<file path="src/rtl/fetch_unit_if.sv">
// fetch_unit_if: instruction-memory request/ack and ID-side flow control.
// master = fetch unit, slave = memory / ID / EX side.
interface fetch_unit_if;
    logic        imem_req;
    logic [31:0] imem_addr;
    logic        imem_ack;
    logic [31:0] imem_data;
    logic        redirect;
    logic [31:0] redirect_pc;
    logic        id_stall;
    logic        id_valid;
    logic [31:0] id_ir;
    logic [31:0] id_pc;
    logic [31:0] id_pc_next;

    modport master (
        output imem_req, imem_addr,
        input  imem_ack, imem_data,
        input  redirect, redirect_pc, id_stall,
        output id_valid, id_ir, id_pc, id_pc_next
    );

    modport slave (
        input  imem_req, imem_addr,
        output imem_ack, imem_data,
        output redirect, redirect_pc, id_stall,
        input  id_valid, id_ir, id_pc, id_pc_next
    );
endinterface

</file>
<file path="src/rtl/fetch_unit.sv">
// fetch_unit: IF stage with PC, one-outstanding imem fetch and instruction queue.
// Optional macro FETCH_PERF_CNT_EN adds perf_fetched / perf_bubbles counters.
module fetch_unit #(
    parameter logic [31:0] RESET_PC = 32'h0000_0000,
    parameter int unsigned QDEPTH   = 2
) (
    input  logic         clk,
    input  logic         clear_n,
    fetch_unit_if.master bus
`ifdef FETCH_PERF_CNT_EN
    ,
    output logic [31:0]  perf_fetched,
    output logic [31:0]  perf_bubbles
`endif
);
    localparam int unsigned PW     = (QDEPTH == 4) ? 2 : 1;
    localparam logic [2:0]  DEPTH  = 3'(QDEPTH);
    localparam logic [31:0] PC_RST = RESET_PC & 32'hFFFF_FFFC;

    typedef enum logic [1:0] {IDLE, REQ, DROP} state_e;

    state_e        state_q, state_d;
    logic          req_q, req_d;
    logic [31:0]   addr_q, addr_d;
    logic [31:0]   pc_q, pc_d;
    logic [2:0]    cnt_q, cnt_d;
    logic [PW-1:0] hd_q, hd_d;
    logic [PW-1:0] tl_q, tl_d;
    logic [31:0]   ir_q  [QDEPTH];
    logic [31:0]   ipc_q [QDEPTH];

    logic ack, busy, slot, push, pop, issue, vld;

    assign ack  = req_q & bus.imem_ack;
    assign busy = state_q != IDLE;
    assign slot = ~busy | ack;
    assign vld  = cnt_q != 3'd0;
    assign push = ack & (state_q == REQ) & ~bus.redirect;
    assign pop  = vld & ~bus.id_stall & ~bus.redirect;

    always_comb begin
        cnt_d = cnt_q + {2'b00, push} - {2'b00, pop};
        hd_d  = hd_q + PW'(pop);
        tl_d  = tl_q + PW'(push);
        if (bus.redirect) begin
            cnt_d = '0;
            hd_d  = '0;
            tl_d  = '0;
        end
    end

    // Credit uses post-edge occupancy, so a returning word always has a slot.
    assign issue = slot & ~bus.redirect & (cnt_d < DEPTH);

    always_ff @(posedge clk or negedge clear_n) begin
        if (!clear_n) state_q <= IDLE;
        else          state_q <= state_d;
    end

    always_comb begin
        state_d = state_q;
        if (bus.redirect) begin
            state_d = (busy & ~ack) ? DROP : IDLE;
        end else if (issue) begin
            state_d = REQ;
        end else if (slot) begin
            state_d = IDLE;
        end
    end

    always_comb begin
        req_d  = req_q;
        addr_d = addr_q;
        pc_d   = pc_q;
        if (bus.redirect) begin
            pc_d = bus.redirect_pc & 32'hFFFF_FFFC;
            if (slot) req_d = 1'b0;
        end else if (issue) begin
            req_d  = 1'b1;
            addr_d = pc_q;
            pc_d   = pc_q + 32'd4;
        end else if (slot) begin
            req_d = 1'b0;
        end
    end

    always_ff @(posedge clk or negedge clear_n) begin
        if (!clear_n) begin
            req_q  <= 1'b0;
            addr_q <= PC_RST;
            pc_q   <= PC_RST;
            cnt_q  <= '0;
            hd_q   <= '0;
            tl_q   <= '0;
        end else begin
            req_q  <= req_d;
            addr_q <= addr_d;
            pc_q   <= pc_d;
            cnt_q  <= cnt_d;
            hd_q   <= hd_d;
            tl_q   <= tl_d;
        end
    end

    always_ff @(posedge clk or negedge clear_n) begin
        if (!clear_n) begin
            for (int i = 0; i < int'(QDEPTH); i++) begin
                ir_q[i]  <= '0;
                ipc_q[i] <= '0;
            end
        end else if (push) begin
            ir_q[tl_q]  <= bus.imem_data;
            ipc_q[tl_q] <= addr_q;
        end
    end

    assign bus.imem_req   = req_q;
    assign bus.imem_addr  = addr_q;
    assign bus.id_valid   = vld;
    assign bus.id_ir      = vld ? ir_q[hd_q] : '0;
    assign bus.id_pc      = vld ? ipc_q[hd_q] : '0;
    assign bus.id_pc_next = (vld ? ipc_q[hd_q] : '0) + 32'd4;

`ifdef FETCH_PERF_CNT_EN
    logic [31:0] fet_q, bub_q;

    always_ff @(posedge clk or negedge clear_n) begin
        if (!clear_n) begin
            fet_q <= '0;
            bub_q <= '0;
        end else begin
            if (pop) fet_q <= fet_q + 32'd1;
            if (!vld && !bus.id_stall) bub_q <= bub_q + 32'd1;
        end
    end

    assign perf_fetched = fet_q;
    assign perf_bubbles = bub_q;
`endif
endmodule

</file>
<file path="src/flat_wrapper.sv">
// flat-port wrapper written by rule: the top's interface ports become plain ports
module fetch_unit_flat 
#(
    parameter logic [31:0] RESET_PC = 32'h0000_0000,
    parameter int unsigned QDEPTH   = 2
)
  (clk, clear_n, bus_imem_req, bus_imem_addr, bus_imem_ack, bus_imem_data, bus_redirect, bus_redirect_pc, bus_id_stall, bus_id_valid, bus_id_ir, bus_id_pc, bus_id_pc_next);
  fetch_unit_if bus_i ();
  input  logic clk;
  input  logic clear_n;
  output wire logic [$bits(bus_i.imem_req)-1:0] bus_imem_req;
  output wire logic [$bits(bus_i.imem_addr)-1:0] bus_imem_addr;
  input wire logic [$bits(bus_i.imem_ack)-1:0] bus_imem_ack;
  input wire logic [$bits(bus_i.imem_data)-1:0] bus_imem_data;
  input wire logic [$bits(bus_i.redirect)-1:0] bus_redirect;
  input wire logic [$bits(bus_i.redirect_pc)-1:0] bus_redirect_pc;
  input wire logic [$bits(bus_i.id_stall)-1:0] bus_id_stall;
  output wire logic [$bits(bus_i.id_valid)-1:0] bus_id_valid;
  output wire logic [$bits(bus_i.id_ir)-1:0] bus_id_ir;
  output wire logic [$bits(bus_i.id_pc)-1:0] bus_id_pc;
  output wire logic [$bits(bus_i.id_pc_next)-1:0] bus_id_pc_next;
  assign bus_imem_req = bus_i.imem_req;
  assign bus_imem_addr = bus_i.imem_addr;
  assign bus_i.imem_ack = bus_imem_ack;
  assign bus_i.imem_data = bus_imem_data;
  assign bus_i.redirect = bus_redirect;
  assign bus_i.redirect_pc = bus_redirect_pc;
  assign bus_i.id_stall = bus_id_stall;
  assign bus_id_valid = bus_i.id_valid;
  assign bus_id_ir = bus_i.id_ir;
  assign bus_id_pc = bus_i.id_pc;
  assign bus_id_pc_next = bus_i.id_pc_next;
  fetch_unit #(.RESET_PC(RESET_PC), .QDEPTH(QDEPTH)) u_core (.clk(clk), .clear_n(clear_n), .bus(bus_i));
endmodule
</file>
<file path="config.mk">
export PLATFORM = sky130hd
export DESIGN_NAME = fetch_unit_flat
export DESIGN_NICKNAME = d
export VERILOG_FILES = /design/src/rtl/fetch_unit_if.sv /design/src/rtl/fetch_unit.sv /design/src/flat_wrapper.sv
export SDC_FILE = /design/constraint.sdc
export NUM_CORES = 1
export LEC_CHECK = 0
export CAP_MARGIN = 5
export CORE_ASPECT_RATIO = 0.6
export CORE_MARGIN = 4
export CORE_UTILIZATION = 51
export DETAILED_ROUTE_END_ITERATION = 8
export PLACE_DENSITY = 0.86
export SLEW_MARGIN = 20
export SYNTH_ARGS = -nofsm -noshare
export SYNTH_HDL_FRONTEND = slang
export SYNTH_SLANG_ARGS = --single-unit
</file>
<file path="constraint.sdc">
create_clock -name clk -period 6 [get_ports clk]
set_clock_uncertainty 0.1 [all_clocks]
set_input_delay 1.2 -clock clk [delete_from_list [all_inputs] [get_ports clk]]
set_output_delay 1.2 -clock clk [all_outputs]
set_load 0.02 [all_outputs]
</file>
==> results by group <==
Floorplan
  – Die Y: 116 um
  – Num ports: 199
  – Die area: between 0.02 and 0.025 mm^2
  – Die Width: 188 um
  – Row cnt: 39
  – Initial Util: 0.519
  – Placeable Area: 0.0190 mm^2

Cells and area
  – # fillers: around 1500
  – Area Growth Syn to Fin: 26.4%
  – Post-Layout Inst Area: 0.0125 mm^2
  – ANT cells: 0
  – Final #Nets: 1145
  – Share of cells above drive strength 1: 0.187
  – Core Util, Final: 0.657

Routing
  – Vias per Instance: 5.74
  – DRT iter0 DRCs: just over 700
  – WL final: roughly 25000 um
  – Vias: between 7000 and 8000
  – Per-cell routed wire length: roughly 19 um
  – ANT nets after route: 0
  – TritonRoute pass-1 iters: 5
  – Remaining DRCs: 0

Clocking
  – CTS buffer count: 17
  – Clk_lat worst skew: 430 ps
  – Post-cts resize count: 0
  – H-tree depth: 4
  – Worst-path clk slew: roughly 70 ps
  – Worst-case clock buffer depth: 2
  – Post-CTS Setup Bufs: 0
  – CTS root buffer: clkbuf_16
  – CTS sink count: 192
  – CTS tree: built
  – # hold bufs at CTS: 0

Placed design
  – Placed Area: 0.0119 mm^2
  – Gpl congestion: 0.859
  – Post-DP HPWL: between 15000 and 20000 um
  – Pre-CTS WS: 781 ps
  – Port bufs: 190

STA
  – RSZ-0062 raised after global routing: false
  – Worst setup margin: approximately 300 ps
  – Slew headroom: 0.389
  – Setup violators final: 0
  – Final Hold Viols: 0
  – Fmax: 0.176 GHz
  – Final Slew Violations: 0
  – Minimum clock period: 5700 ps
  – Final period utilization: 0.949
  – Setup_tns: 0 ps
  – Worst-margin pin slew: 914 ps

Power and ir drop
  – Clock power frac: 0.205
  – Pint: 0.00336 W
  – Static leakage: 5.38 nW
  – VDD IR max: 0.000313 V
  – Comb pwr share: 0.416
  – Power per cell area: 449 mW/mm^2
  – P_sw: 0.00224 W
  – Sequential Power Share: 0.378
  – Sw Ratio: 0.400

Synth
  – Mean post-synth cell area: 10.9 um^2
  – Register bit total from synthesis: 192
  – Post-synthesis sequential area ratio: 0.486
  – Netlist Area Pre-Place: 0.00988 mm^2
  – Count of cell types in the netlist: 64
  – Ys async rst share: 1.00
  – Most used DFF post-synth: dfrtp_1
  – Post-Syn Instances: a little over 900
  – Number of synthesized flops with an enable pin: 0
  – Synth warn: 0

Setup path
  – Worst R2R End: u_core.pc_q[22]
  – Crit start category: flop
  – CP max FO: 35
  – WP data arrival: 4400 ps
  – Worst setup EP type: output pin
  – Critical-path top delay cell: dfrtp_4
  – CP Cell Sequence: mux2i_1 > or2_2 > inv_1 > ha_1 > nand4_1 > a22oi_1 > nand4_4 > nor4_2 > xor2_1 > clkdlybuf4s50_1
  – Reg2reg setup slack: 2090 ps
  – FF-to-FF path depth: 12
  – CP required: 4700 ps
  – Crit path kind: flop to output pin
  – Reg2reg start: u_core.cnt_q[0]
  – Max stage delay on crit path: 860 ps

Min path
  – Class of the worst hold path: flop to flop
  – Worst hold stages: 1
  – Min-Delay Startpoint: u_core.ir_q[52]
  – Worst Hold Endpoint: u_core.ir_q[52]

Global route
  – Overall Global Routing Usage: 0.233
  – Initial antenna violation count: 0
  – Largest net degree at the start of global routing: 91
  – Number of global-route vias before repair: approximately 7700
  – First-pass GRT wire length: 40700 um
  – Global route overflow: 0

Flow run
  – Max Cap Violations: 0

Run status
  – Status: completed
[layer usage]
layer / vias up / share of wire / GRT usage
met5: - / 0 / 0
met4: 0 / 0.014 / 0.0567
met3: 29 / 0.082 / 0.0759
met2: 279 / 0.45 / 0.359
met1: 3780 / 0.46 / 0.326
li1: 3530 / - / -
[how the worst max path moves through the flow]
stage                startpoint                 end  depth (start not counted)
floorplan           u_core.hd_q  bus_id_pc_next[28]                         13
detailed placement  u_core.hd_q  bus_id_pc_next[26]                         10
finish              u_core.hd_q  bus_id_pc_next[26]                         10
global placement    u_core.hd_q  bus_id_pc_next[26]                         10
CTS                 u_core.hd_q  bus_id_pc_next[26]                         10
global route        u_core.hd_q  bus_id_pc_next[26]                         10
[stage by stage]
stage               total power, W  instances  hold WS [ps]
floorplan                  0.00351        912           364
global placement           0.00438       1296           388
detailed placement         0.00447       1296           395
CTS                        0.00563       1327           409
global route               0.00594       1327           418
finish                     0.00561       1327           405
[layout by cell type, fill, tap and decap left out, types with 4 or more instances in the layout]
cell	Yosys	layout
a22oi_1	5	5
conb_1	1	6
mux2_2	127	127
o21ai_0	28	28
a21oi_1	7	7
clkbuf_16	0	17
nand4b_1	4	4
nand2b_1	6	6
o211ai_1	5	5
nor4_2	7	7
and3_1	6	6
a41oi_1	6	6
o311ai_0	13	13
nand4_1	17	17
xnor2_1	10	10
clkdlybuf4s50_1	0	189
nand3b_1	7	7
xor2_1	18	18
inv_1	13	13
inv_6	0	6
nand2_1	131	131
a31oi_1	7	7
and2_1	4	4
buf_4	7	10
nand3_1	24	24
nor3_1	16	16
ha_1	6	4
dfrtp_1	192	191
nor2_2	4	4
nor2_1	77	77
mux2i_1	60	60
[power groups by stage]
stage / clock network (W) / registers [W] / logic, W
floorplan: 0 / 0.00208 / 0.00143
global placement: 0 / 0.00211 / 0.00227
detailed placement: 0 / 0.00214 / 0.00233
CTS: 0.00117 / 0.00211 / 0.00235
global route: 0.00122 / 0.00218 / 0.00254
finish: 0.00115 / 0.00212 / 0.00233
[worst max-delay path: cells and delay by family (launching register included)]
kind | cells | cell delay (ps)
and+or+nand+nor | 4 | 1090
DFF | 1 | 860
buffers and inverters | 2 | 700
AOI/OAI and AO/OA | 1 | 590
adders and majority gates | 1 | 290
muxes | 1 | 220
xor gates and xnor gates | 1 | 200
[synthesized netlist by cell type, drive strengths merged (3+ instances only)]
cell | count | area share
nand2b | 6 | 0.0038
nand4 | 19 | 0.015
nand3 | 25 | 0.014
inv | 13 | 0.0049
a21oi | 7 | 0.0035
mux2 | 127 | 0.14
o21ai | 29 | 0.015
buf | 37 | 0.024
clkbuf | 27 | 0.010
and2 | 5 | 0.0032
mux2i | 60 | 0.061
nor4b | 3 | 0.0039
xor2 | 18 | 0.016
and3 | 6 | 0.0038
o211ai | 6 | 0.0051
o311ai | 13 | 0.012
nand4b | 4 | 0.0035
nor3 | 19 | 0.012
nand3b | 8 | 0.0073
nor4 | 9 | 0.013
a211oi | 3 | 0.0033
xnor2 | 10 | 0.0089
a22oi | 5 | 0.0038
ha | 6 | 0.0076
a41oi | 6 | 0.0053
nand2 | 131 | 0.050
a31oi | 7 | 0.0044
dfrtp | 192 | 0.49
nor2 | 81 | 0.032
[final cells by class]
cell class	instances	area, um^2	share of cell area
Sequential cell	192	4810	0.385
Multi-Input combinational cell	643	4720	0.378
Timing Repair Buffer	202	2020	0.162
Clock buffer	19	443	0.0354
Tap cell	246	308	0.0246
Clock inverter	12	149	0.0119
Inverter	13	48.8	0.00391
[state kept, by name, summed over array words and instances (netlist names)]
signal / flops
u_core.cnt_q: 3
u_core.ir_q: 64
u_core.ipc_q: 60
u_core.bus.imem_addr: 30
u_core.hd_q: 1
u_core.pc_q: 30
u_core.state_q: 2
u_core.tl_q: 1
u_core.bus.imem_req: 1
[cells by family after synthesis]
| logic type | Yosys count | synth area share |
|---|---|---|
| AOI/OAI and AO/OA | 89 | 0.0641 |
| xor gates and xnor gates | 29 | 0.0271 |
| adders and majority gates | 7 | 0.00962 |
| buffers and inverters | 77 | 0.0389 |
| DFF | 192 | 0.486 |
| muxes | 187 | 0.205 |
| other | 1 | 0.000379 |
| and+or+nand+nor | 325 | 0.168 |
Note: power is estimated with default switching activity, not from simulation.
